### src/rtl/roach_dram_pkg.sv
// roach_dram_pkg: widths and state encodings shared by the ROACH2 DRAM arbiter files.
// Latency: n/a (definitions only).
// Backpressure: n/a.
package roach_dram_pkg;

  localparam int DATA_W    = 288;
  localparam int BE_W      = 36;
  localparam int CMD_TAG_W = 32;

  typedef enum logic {
    IDLE  = 1'b0,
    ISSUE = 1'b1
  } state_t;

  typedef enum logic {
    SIDE_WR = 1'b0,
    SIDE_RD = 1'b1
  } side_t;

endpackage

### src/rtl/roach_dram_rr_arb.sv
// roach_dram_rr_arb: 2-way round-robin pointer plus read/write eligibility.
// Latency: selection is combinational; pointer updates on the cycle a command is acked.
// Backpressure: reads are ineligible while outstanding has reached MAX_OUTSTANDING.
module roach_dram_rr_arb
  import roach_dram_pkg::*;
#(
  parameter int MAX_OUTSTANDING = 8,
  parameter int OUT_W           = $clog2(MAX_OUTSTANDING) + 1
) (
  input  logic             clk,
  input  logic             rst,
  input  logic             wr_req,
  input  logic             rd_req,
  input  logic             wr_mask,
  input  logic             rd_mask,
  input  logic [OUT_W-1:0] outstanding,
  input  logic             grant_vld,
  input  logic             grant_rd,
  output logic             sel_vld,
  output logic             sel_rd,
  output logic             rd_blocked
);

  localparam logic [OUT_W-1:0] MAX_CNT = OUT_W'(MAX_OUTSTANDING);

  side_t ptr;
  logic  wr_elig;
  logic  rd_elig;

  // Eligibility and pick: pointer side wins a tie, a lone eligible side always wins.
  // A side whose gnt is pulsing this cycle is masked, since its req still shows the
  // request that was just served.
  always_comb begin
    rd_blocked = rd_req && (outstanding >= MAX_CNT);
    wr_elig    = wr_req && !wr_mask;
    rd_elig    = rd_req && !rd_mask && !rd_blocked;
    sel_vld    = wr_elig || rd_elig;
    sel_rd     = rd_elig && (!wr_elig || (ptr == SIDE_RD));
  end

  // Pointer moves to the side that was not just granted.
  always_ff @(posedge clk or posedge rst) begin
    if (rst) begin
      ptr <= SIDE_WR;
    end else if (grant_vld) begin
      ptr <= grant_rd ? SIDE_WR : SIDE_RD;
    end
  end

endmodule

### src/rtl/roach_dram_arbiter.sv
// roach_dram_arbiter: shares the ROACH2 DRAM command port between one writer and one reader.
// Latency: req in IDLE -> dram_cmd_valid 1 cycle; ack -> gnt 1 cycle; dram_rd_valid -> rd_data_valid 1 cycle.
// Backpressure: command held until dram_cmd_ack; reads throttled at MAX_OUTSTANDING; return path never stalls.
// Optional: define ROACH_DRAM_ARBITER_STATS_EN for wr_count / rd_count / stall_count outputs.
module roach_dram_arbiter
  import roach_dram_pkg::*;
#(
  parameter int DRAM_ADDR       = 25,
  parameter int MAX_OUTSTANDING = 8,
  parameter int TAG_W           = 8
) (
  input  logic                               clk,
  input  logic                               rst,
  input  logic                               phy_ready,
  input  logic                               wr_req,
  input  logic [DRAM_ADDR-1:0]               wr_addr,
  input  logic [DATA_W-1:0]                  wr_data,
  input  logic [BE_W-1:0]                    wr_be,
  output logic                               wr_gnt,
  input  logic                               rd_req,
  input  logic [DRAM_ADDR-1:0]               rd_addr,
  output logic                               rd_gnt,
  output logic [DRAM_ADDR-1:0]               dram_addr,
  output logic [DATA_W-1:0]                  dram_data,
  output logic [BE_W-1:0]                    dram_wr_be,
  output logic                               dram_rwn,
  output logic [CMD_TAG_W-1:0]               dram_cmd_tag,
  output logic                               dram_cmd_valid,
  input  logic                               dram_cmd_ack,
  input  logic                               dram_rd_valid,
  input  logic [CMD_TAG_W-1:0]               dram_rd_tag,
  input  logic [DATA_W-1:0]                  dram_rd_data,
  output logic [DATA_W-1:0]                  rd_data,
  output logic [TAG_W-1:0]                   rd_data_tag,
  output logic                               rd_data_valid,
  output logic [$clog2(MAX_OUTSTANDING):0]   outstanding
`ifdef ROACH_DRAM_ARBITER_STATS_EN
  ,
  output logic [31:0]                        wr_count,
  output logic [31:0]                        rd_count,
  output logic [31:0]                        stall_count
`endif
);

  localparam int OUT_W = $clog2(MAX_OUTSTANDING) + 1;

  state_t     state;
  state_t     state_nxt;
  logic       load;
  logic       ack_fire;
  logic       sel_vld;
  logic       sel_rd;
  logic       rd_blocked;
  logic       rd_inc;
  logic       rd_dec;
  logic [TAG_W-1:0] tag_cnt;
  logic       rd_tag_unused;

  // Only the low TAG_W bits of the returned tag are forwarded.
  assign rd_tag_unused = ^dram_rd_tag;

  roach_dram_rr_arb #(
    .MAX_OUTSTANDING (MAX_OUTSTANDING),
    .OUT_W           (OUT_W)
  ) u_rr_arb (
    .clk         (clk),
    .rst         (rst),
    .wr_req      (wr_req),
    .rd_req      (rd_req),
    .wr_mask     (wr_gnt),
    .rd_mask     (rd_gnt),
    .outstanding (outstanding),
    .grant_vld   (ack_fire),
    .grant_rd    (dram_rwn),
    .sel_vld     (sel_vld),
    .sel_rd      (sel_rd),
    .rd_blocked  (rd_blocked)
  );

  // FSM state register.
  always_ff @(posedge clk or posedge rst) begin
    if (rst) begin
      state <= IDLE;
    end else begin
      state <= state_nxt;
    end
  end

  // FSM next state: a held command is never retracted, even if phy_ready drops.
  always_comb begin
    state_nxt = state;
    case (state)
      IDLE:  if (phy_ready && sel_vld) state_nxt = ISSUE;
      ISSUE: if (dram_cmd_ack)         state_nxt = IDLE;
    endcase
  end

  // FSM outputs: command valid, command capture strobe and ack strobe.
  always_comb begin
    dram_cmd_valid = (state == ISSUE);
    load           = (state == IDLE) && phy_ready && sel_vld;
    ack_fire       = (state == ISSUE) && dram_cmd_ack;
  end

  // Command fields are captured on the IDLE->ISSUE transition and held until ack.
  always_ff @(posedge clk or posedge rst) begin
    if (rst) begin
      dram_addr    <= '0;
      dram_data    <= '0;
      dram_wr_be   <= '0;
      dram_rwn     <= 1'b1;
      dram_cmd_tag <= '0;
    end else if (load) begin
      dram_rwn     <= sel_rd;
      dram_addr    <= sel_rd ? rd_addr : wr_addr;
      dram_data    <= sel_rd ? '0 : wr_data;
      dram_wr_be   <= sel_rd ? '0 : wr_be;
      dram_cmd_tag <= sel_rd ? CMD_TAG_W'(tag_cnt) : '0;
    end
  end

  // Grant pulses, one cycle after the ack.
  always_ff @(posedge clk or posedge rst) begin
    if (rst) begin
      wr_gnt <= 1'b0;
      rd_gnt <= 1'b0;
    end else begin
      wr_gnt <= ack_fire && !dram_rwn;
      rd_gnt <= ack_fire && dram_rwn;
    end
  end

  // Outstanding bookkeeping; a return with nothing outstanding does not underflow.
  always_comb begin
    rd_inc = ack_fire && dram_rwn;
    rd_dec = dram_rd_valid && (outstanding != '0);
  end

  // Read tag counter and outstanding count.
  always_ff @(posedge clk or posedge rst) begin
    if (rst) begin
      tag_cnt     <= '0;
      outstanding <= '0;
    end else begin
      if (rd_inc) tag_cnt <= tag_cnt + 1'b1;
      case ({rd_inc, rd_dec})
        2'b10:   outstanding <= outstanding + 1'b1;
        2'b01:   outstanding <= outstanding - 1'b1;
        default: outstanding <= outstanding;
      endcase
    end
  end

  // Return path register stage, arrival order preserved.
  always_ff @(posedge clk or posedge rst) begin
    if (rst) begin
      rd_data       <= '0;
      rd_data_tag   <= '0;
      rd_data_valid <= 1'b0;
    end else begin
      rd_data_valid <= dram_rd_valid;
      if (dram_rd_valid) begin
        rd_data     <= dram_rd_data;
        rd_data_tag <= dram_rd_tag[TAG_W-1:0];
      end
    end
  end

`ifdef ROACH_DRAM_ARBITER_STATS_EN
  // Acked command counters and read stall counter, all wrapping.
  always_ff @(posedge clk or posedge rst) begin
    if (rst) begin
      wr_count    <= '0;
      rd_count    <= '0;
      stall_count <= '0;
    end else begin
      if (ack_fire && !dram_rwn) wr_count <= wr_count + 32'd1;
      if (ack_fire && dram_rwn)  rd_count <= rd_count + 32'd1;
      if (rd_blocked)            stall_count <= stall_count + 32'd1;
    end
  end
`else
  logic stall_unused;
  assign stall_unused = rd_blocked;
`endif

endmodule

### config.mk
export PLATFORM = sky130hd
export DESIGN_NAME = roach_dram_arbiter
export DESIGN_NICKNAME = d
export VERILOG_FILES = /design/src/rtl/roach_dram_pkg.sv /design/src/rtl/roach_dram_rr_arb.sv /design/src/rtl/roach_dram_arbiter.sv
export SDC_FILE = /design/constraint.sdc
export NUM_CORES = 1
export LEC_CHECK = 0
export CAP_MARGIN = 20
export CORE_AREA = 4 4 537 539
export CTS_CLUSTER_DIAMETER = 40
export CTS_CLUSTER_SIZE = 20
export DETAILED_ROUTE_END_ITERATION = 8
export DIE_AREA = 0 0 541 543
export PLACE_DENSITY = 0.39
export SLEW_MARGIN = 5
export SYNTH_ARGS = -nofsm -noshare
export SYNTH_HDL_FRONTEND = slang
export SYNTH_SLANG_ARGS = --single-unit
### constraint.sdc
create_clock -name clk -period 33.4 [get_ports clk]
set_clock_uncertainty 0.1 [all_clocks]
set_input_delay 3.34 -clock clk [delete_from_list [all_inputs] [get_ports clk]]
set_output_delay 3.34 -clock clk [all_outputs]
set_load 0.02 [all_outputs]
==> reports/metrics.yaml, run 1 <==
outcome:
  status: "finished clean"
routing:
  vias: 23200
  drtIter0Drc: 1224
  drtPass1Iterations: 4
  via_per_inst: 3.06
  wirelength_um: 179000
  ant_nets: 0
  drc: 0
  wl_per_cell_um: 23.6
critical_path:
  crit_path_frequent_cell: "buf_4"
  worstSetupEndpointType: "flip-flop"
  crit_type: "input port to flip-flop"
  worst_path_max_delay_cell: "buf_4"
  crit_arrival_ps: 9020
  cpPeakStageDelay_ps: 900
  cp_data_required_time_ps: 33890
  crit_family: "buffers and inverters"
  ff2ff_setup_slack_ps: 27440
  r2r-start: "outstanding[3]"
  r2r_end: "dram_data[117]"
  start_kind: "input port"
  reg2reg_depth: 8
  crit_buf_inv: 6
  crit_path_max_fanout: 109
  path_cells: "clkdlybuf4s50_1, nor2b_1, o211ai_4, buf_4, buf_4, buf_4, buf_4, buf_4, o21ai_0"
synth:
  synth.area.top_cells: "dfrtp_1, mux2_2, nand2_1"
  synthArstFlopShare_pct: 100
  synthFlopType: "dfrtp_1"
  synthTopCellsByCount: "nand2_1, dfrtp_1, mux2_2, o21ai_1, o21ai_0"
  ys_types: 32
  yosys_warnings: 0
  syn_area_um2: 26200
  avgSynthCellArea_um2: 11.5
  yosysTopAreaCell: "dfrtp_1"
  yosysSeqAreaShare_pct: 64.2
  synth_edf_count: 0
  synthesis.instances: 2268
  ys_ff_latch: 671
  synth_top_area_share_pct: 64.1
  synth_most_common_cell: "nand2_1"
finish:
  area_growth_pct: 90.1
  final_nets: 4365
  fillers: 31400
  drive_above_1_share_pct: 16.6
floorplan:
  die_area_um2: 294000
  start_util_pct: 9.21
  die_w_um: 541
  die_height_um: 543
  core_area_um2: 284000
  fp-row-count: 196
  io_pins: 1387
grt:
  gr-usage-met1_pct: 14.2
  grt_antenna_before_repair: 107
  met2_usage_pct: 17.4
  use_met3_pct: 6.29
  track_usage_pct: 11.7
  grt_pass1_vias: 24400
  grt_pass1_wl_um: 233000
  grt_overflow: 0
  busiest_layer: "met2"
  grt_start_max_net_pins: 153
cts:
  path_clk_slew_ps: 50
  post_cts_resized: 0
  postCtsSetupBuffers: 0
  clockBufferDepth: 4
  cts_hold_buf: 0
  clkLatencyLatePin_ps: 810
  cts_tree: "yes"
  htree_levels: 4
  clkSinkCount: 671
  numCtsBuffers: 176
  cts_root_buffer: "clkbuf_16"
placed_design:
  gp_congestion: 0.842
  place_hpwl_um: 147000
  dp_slack_ps: 24010
  port_buffers: 1338
hold_path:
  hold_path.class: "flip-flop to flip-flop"
  min_from: "dram_data[216]"
  whs_endpoint: "dram_data[216]"
  min_path_cells: 2
timing:
  timing.hold.ws_ps: 372
  tns_ps: 0
  slew_viol_final: 0
  fin_ws_ps: 24870
  relSlewSlack_pct: 28.2
  setup_viol: 0
  period_share_pct: 25.5
  worst_slew_pin_slew_ps: 1080
  max_freq_mhz: 117
  grt_setup_unrepaired: "false"
  period_needed_ps: 8530
  hold_viol_final: 0
power:
  p_per_area_nw_per_um2: 88.6
  p_leak_nw: 20.3
  peakVddDrop_v: 0.0000521
run:
  cap_viol_max_count: 0
-- registers in the layout, summed over array words and instances (netlist names) --
signal,cells
dram_addr,25
dram_cmd_tag,8
dram_cmd_valid,1
dram_data,288
dram_rwn,1
dram_wr_be,36
outstanding,4
rd_data,288
rd_data_tag,8
rd_data_valid,1
rd_gnt,1
tag_cnt,8
u_rr_arb.ptr,1
wr_gnt,1
-- metrics by stage --
step / instance area (um2) / std cells / util, % / total power [W]
CTS: 49700 / 7564 / 17.5 / 0.00453
floorplan: 26200 / 2291 / - / 0.00178
global placement: 43600 / 7244 / 15.4 / 0.00272
global route: 49700 / 7566 / 17.5 / 0.00464
detailed placement: 43600 / 7244 / 15.4 / 0.00272
finish: 49700 / 7583 / 17.5 / 0.00441
-- routing by layer --
metal  wire [um]  vias to the layer above
met3       22100                      302
li1            -                    10400
met5         479                        -
met2       76100                     1280
met1       74100                    11200
met4        5730                       78
-- tightest hold or removal path, cell delays in order (launching register included) --
cell	delay, ps
dfrtp_1	330
nand2_1	50
o21ai_0	60
-- logic make-up after synthesis --
group / share of synthesized area, %
fa+ha+maj: 0.191
mux: 13.8
flops: 64.2
xor+xnor: 0.402
compound gates: 7.15
simple gates: 10.3
other cells: 0.0143
buf+inv: 3.92
-- how the worst max path moves through the flow --
stage	startpoint	end	slack, ps	depth (start not counted)
after floorplan	rst	dram_addr[0]	11150	1
after global placement	wr_req	dram_data[71]	24030	9
final	wr_req	dram_data[117]	24870	9
after global routing	wr_req	dram_data[117]	24360	9
after CTS	wr_req	dram_data[77]	24940	9
after detailed placement	rd_req	dram_data[77]	24010	9
-- power breakdown --
group          switching, W  internal (W)
clock              0.000558       0.00119
combinational      0.000885      0.000577
sequential         0.000153       0.00104
-- cell usage in the layout (no fill, tap or decap), drive strengths merged --
cell / n
nand2b: 1
a21o: 1
ha: 4
clkinvlp: 22
nand3: 4
nand2: 693
buf: 30
o21a: 1
and3: 1
clkbuf: 230
mux2: 298
dfstp: 1
clkdlybuf4s50: 1337
inv: 10
a21oi: 2
a31oi: 1
conb: 24
nor3: 1
xnor2: 7
diode: 19
nand3b: 1
o21ai: 361
nor2b: 1
mux2i: 25
xor2: 5
clkinv: 42
o41a: 1
nor3b: 1
dfrtp: 670
nand4: 3
bufinv: 19
nor2: 4
o211ai: 1
-- layout make-up --
| type | count | area, um2 | share of cell area [%] |
|---|---|---|---|
| sequential | 671 | 16800 | 33.8 |
| tap | 3762 | 4710 | 9.47 |
| antenna | 19 | 47.5 | 0.0956 |
| clock inverter | 90 | 1100 | 2.22 |
| timing repair buffer | 1367 | 13600 | 27.4 |
| inverter | 3 | 18.8 | 0.0377 |
| multi-input combinational | 1441 | 8440 | 17.0 |
| clock buffer | 230 | 4970 | 10.0 |
Power figures use the tool's default switching activity.
==> inputs of run 2 (changes only) <==
CORE_AREA = 4 4 541 543   (was 4 4 537 539)
DIE_AREA = 0 0 545 547   (was 0 0 541 543)
PLACE_DENSITY = 0.38   (was 0.39)
clock period = 8.2 ns   (was 33.4 ns; I/O delays follow)
==> run 2 against run 1 <==
  * Final area up 1.4%
  * First-iteration DRC count shrank 4.3%
  * Die area rose by 1.5%
  * Setup slack worse by 20000 ps
  * Worst hold slack got worse by 79 ps
  * Via count increased by 0.11%
  * Sequential share of layout area shrank 0.48 points
  * Clock power rose to 4.4 times the previous value
  * Register-to-register slack worse by 22000 ps
  * Critical path type is now flip-flop to primary output
==> reports/metrics.yaml, run 2 (synthesized netlist as in run 1, its figures left out) <==
timing:
  hold_viol_final: 0
  period_share_pct: 38.0
  period_needed_ps: 3120
  grt_setup_unrepaired: "false"
  setup_viol: 0
  relSlewSlack_pct: 26.6
  slew_viol_final: 0
  worst_slew_pin_slew_ps: 1100
  tns_ps: 0
  max_freq_mhz: 321
critical_path:
  start_kind: "flip-flop"
  path_cells: "clkdlybuf4s50_1"
  crit_arrival_ps: 2200
  worstSetupEndpointType: "primary output"
  cpPeakStageDelay_ps: 1020
  crit_family: "buffers and inverters"
  crit_type: "flip-flop to primary output"
  worst_path_max_delay_cell: "clkdlybuf4s50_1"
  crit_path_max_fanout: 2
  crit_buf_inv: 1
  cp_data_required_time_ps: 7280
floorplan:
  io_pins: 1387
  die_w_um: 545
  start_util_pct: 9.09
  fp-row-count: 197
  die_area_um2: 298000
  die_height_um: 547
  core_area_um2: 288000
cts:
  path_clk_slew_ps: 50
  cts_root_buffer: "clkbuf_16"
  htree_levels: 4
  cts_tree: "yes"
  postCtsSetupBuffers: 0
  clockBufferDepth: 4
  clkLatencyLatePin_ps: 820
  cts_hold_buf: 0
  numCtsBuffers: 186
  clkSinkCount: 671
  post_cts_resized: 0
routing:
  ant_nets: 0
  drc: 0
  vias: 23200
  drtPass1Iterations: 5
  wirelength_um: 186000
  via_per_inst: 3.05
  wl_per_cell_um: 24.4
  drtIter0Drc: 1171
power:
  peakVddDrop_v: 0.000157
  switching_share_pct: 35.5
  p_per_area_nw_per_um2: 369
  switching_power_w: 0.00660
  p_comb_share_pct: 32.2
  clkPwrFrac_pct: 41.7
  p_int_w: 0.0120
  p_leak_nw: 20.6
  p_seq_share_pct: 26.1
outcome:
  status: "finished clean"
finish:
  postLayoutCellArea_um2: 50400
  biggestRegsByFlops: "dram_data x288, rd_data x288, dram_wr_be x36"
  fillers: 31700
  drive_above_1_share_pct: 16.9
  area_growth_pct: 92.8
  final_nets: 4375
  final_common_cell: "clkdlybuf4s50_1"
  final_cell_mix: "clkdlybuf4s50_1, nand2_1, dfrtp_1"
placed_design:
  port_buffers: 1338
  gp_congestion: 0.839
  dpl_cell_area_um2: 43700
  place_hpwl_um: 153000
grt:
  track_usage_pct: 12.0
  grt_overflow: 0
  grt_start_max_net_pins: 231
  grt_antenna_before_repair: 119
  grt_pass1_vias: 24700
  grt_pass1_wl_um: 240000
run:
  cap_viol_max_count: 0
hold_path:
  hold_path.class: "input port to asynchronous set/reset pin"
-- run 2: power groups by stage --
stage	logic [W]	registers [W]	clock network, W
floorplan	0.00135	0.00590	0
global route	0.00644	0.00497	0.00816
finish	0.00599	0.00485	0.00775
global placement	0.00623	0.00486	0
detailed placement	0.00620	0.00488	0
CTS	0.00622	0.00486	0.00803
-- run 2: final timing paths --
path                                startpoint              to  slack (ps)  depth (start not counted)
worst min-delay path                       rst  dram_data[166]         290                          2
worst max-delay path            dram_data[176]  dram_data[176]        5080                          1
worst max register to register  outstanding[3]  dram_data[232]        5440                          5
min in group clk                    tag_cnt[7]      tag_cnt[7]         370                          1
max in group asynchronous                  rst   dram_wr_be[3]        5980                          4
worst min register to register      tag_cnt[7]      tag_cnt[7]         370                          1
-- run 2: metal layers --
layer | GRT usage [%] | part of all wire, %
met5 | 0 | 0.40
met4 | 3.81 | 3.3
met3 | 7.54 | 15
met2 | 18.4 | 43
met1 | 13.5 | 38
-- run 2: metrics by stage --
| step | hold WS, ps | instances | util, % | setup WS, ps | total power, W |
|---|---|---|---|---|---|
| after floorplan | 345 | 2291 | - | -1900 | 0.00726 |
| after global placement | 364 | 7262 | 15.2 | 4120 | 0.0111 |
| after detailed placement | 365 | 7262 | 15.2 | 4140 | 0.0111 |
| after CTS | 186 | 7603 | 17.5 | 4870 | 0.0191 |
| after global routing | 261 | 7606 | 17.5 | 4960 | 0.0196 |
| final | 293 | 7628 | 17.5 | 5080 | 0.0186 |
-- run 2: final cells by class --
class                   instances  area (um2)  area share, %
well taps                    3781        4730           9.38
diodes                         24        60.1          0.119
clock inverters                99        1510           3.00
multi-input cells            1441        8440           16.7
repair buffers               1367       13700           27.3
flip-flops and latches        671       16800           33.3
inverters                       3        15.0         0.0298
clock buffers                 242        5130           10.2
==> inputs of run 3 (changes only) <==
clock period = 3 ns   (was 8.2 ns; I/O delays follow)
==> run 3 against run 2 <==
  * Power rose to 2.7 times the previous value
  * Non-clock buffer count rose by 580
  * Setup slack worse by 4700 ps
  * Highest routed layer unchanged
  * Core utilization is 1.8 points higher
  * Flip-flop and latch count unchanged
  * Sequential power rose to 2.7 times the previous value
  * Critical path type is now flip-flop to flip-flop
  * Critical endpoint is now dram_addr[17]
==> reports/metrics.yaml, run 3 (synthesized netlist as in run 1, its figures left out) <==
outcome:
  status: "finished clean"
timing:
  fin_ws_ps: 385
  period_needed_ps: 2610
  period_share_pct: 87.2
  worst_slew_pin_slew_ps: 819
  max_freq_mhz: 382
  grt_setup_unrepaired: "false"
  hold_viol_final: 0
  slew_viol_final: 0
  relSlewSlack_pct: 45.2
  setup_viol: 0
floorplan:
  core_area_um2: 288000
  die_area_um2: 298000
  die_w_um: 545
  die_height_um: 547
  io_pins: 1387
  fp-row-count: 197
  start_util_pct: 9.09
hold_path:
  hold_path.class: "input port to flip-flop"
routing:
  drc: 0
  wl_per_cell_um: 23.2
  ant_nets: 0
  wl_met2_um: 81900
  wl_met1_um: 77700
  wirelength_um: 190000
  drtPass1Iterations: 5
  highest_layer: "met5"
  vias: 25400
  via_per_inst: 3.11
  drtIter0Drc: 1346
  dr_wl_met3_um: 23100
power:
  p_int_w: 0.0318
  peakVddDrop_v: 0.000459
  clkPwrFrac_pct: 38.4
  p_comb_share_pct: 34.6
  switching_share_pct: 35.7
  switching_power_w: 0.0177
  p_leak_nw: 22.8
  p_per_area_nw_per_um2: 888
  p_seq_share_pct: 27.0
critical_path:
  path_cells: "nor3b_4, o21a_2, buf_4, mux2i_1, dlygate4sd3_1, o21ai_1"
  crit_path_max_fanout: 13
  cpPeakStageDelay_ps: 580
  start_kind: "flip-flop"
  worstSetupEndpointType: "flip-flop"
  cp_data_required_time_ps: 3570
  crit_arrival_ps: 3180
  worst_path_max_delay_cell: "dlygate4sd3_1"
  crit_type: "flip-flop to flip-flop"
grt:
  grt_pass1_wl_um: 249000
  grt_start_max_net_pins: 91
  grt_pass1_vias: 27500
  grt_overflow: 0
  grt_antenna_before_repair: 136
  track_usage_pct: 12.2
finish:
  drive_above_1_share_pct: 15.5
  area_growth_pct: 113
  final_cell_mix: "clkdlybuf4s50_1, nand2_1, dfrtp_1"
  stdcell_count: 8183
  fillers: 31400
  final_nets: 4938
  multi_input_area_um2: 8440
  seq_area_um2: 16800
  biggestRegsByFlops: "dram_data x288, rd_data x288, dram_wr_be x36"
  final_common_cell: "clkdlybuf4s50_1"
placed_design:
  place_hpwl_um: 158000
  placed_cells: 7322
  dp_slack_ps: 534
  port_buffers: 1338
  gp_congestion: 0.853
cts:
  clkLatencyLatePin_ps: 770
  numCtsBuffers: 169
  clkSinkCount: 671
  htree_levels: 4
  clockBufferDepth: 4
  path_clk_slew_ps: 40
  cts_root_buffer: "clkbuf_16"
  postCtsSetupBuffers: 0
  cts_tree: "yes"
run:
  cap_viol_max_count: 0
[run 3: per-stage QoR]
stage	setup TNS [ps]	utilization (%)	area, um2	hold WS [ps]	power (W)
3_5_place_dp	0	15.5	44500	370	0.0304
4_1_cts	0	19.3	55600	0.199	0.0507
6_report	0	19.4	55700	68.3	0.0494
3_3_place_gp	0	15.5	44500	363	0.0304
2_1_floorplan	-4409580	-	26200	231	0.0198
5_1_grt	0	19.3	55600	15.4	0.0521
[run 3: cell type report]
| class | count | share of cell area [%] |
|---|---|---|
| antenna | 37 | 0.166 |
| clock buffer | 219 | 8.57 |
| clock inverter | 84 | 2.02 |
| inverter | 3 | 0.0270 |
| multi-input combinational | 1441 | 15.2 |
| sequential | 671 | 30.2 |
| tap | 3781 | 8.50 |
| timing repair buffer | 1947 | 35.4 |
[run 3: power groups by stage]
stage | Combinational [W] | Sequential, W | Clock (W)
floorplan | 0.00370 | 0.0161 | 0
global route | 0.0184 | 0.0137 | 0.0201
finish | 0.0171 | 0.0133 | 0.0190
CTS | 0.0177 | 0.0134 | 0.0197
detailed placement | 0.0170 | 0.0134 | 0
global placement | 0.0170 | 0.0134 | 0
[run 3: critical path: cells and delay by family, from the launching register on]
family / cells / cell delay, ps
buffers and inverters: 2 / 850
AO/OA/AOI/OAI: 2 / 550
flip-flops: 1 / 440
AND/OR/NAND/NOR: 1 / 360
multiplexers: 1 / 200
[run 3: routing by layer]
metal / up-vias / global-route usage, %
li1: 11500 / -
met1: 12100 / 14.5
met2: 1297 / 18.8
met3: 368 / 6.27
met4: 110 / 4.26
met5: - / 0
[run 3: worst paths after layout]
kind                           startpoint        endpoint  slack [ps]  cells after the start
hold / removal               wr_data[147]  dram_data[147]          70                      3
setup reg to reg           outstanding[3]   dram_addr[17]         390                      6
hold reg to reg            dram_data[165]  dram_data[165]         370                      2
setup / recovery           outstanding[3]   dram_addr[17]         390                      6
max in group asynchronous             rst  dram_wr_be[14]        1360                      5
min in group asynchronous             rst  dram_data[164]         370                      3
[run 3: what timing repair did]
action / 4_1_cts / 5_1_grt
endpoints found under the hold margin: 521 / 0
gates resized for setup: 0 / 0
hold buffers: 521 / 0
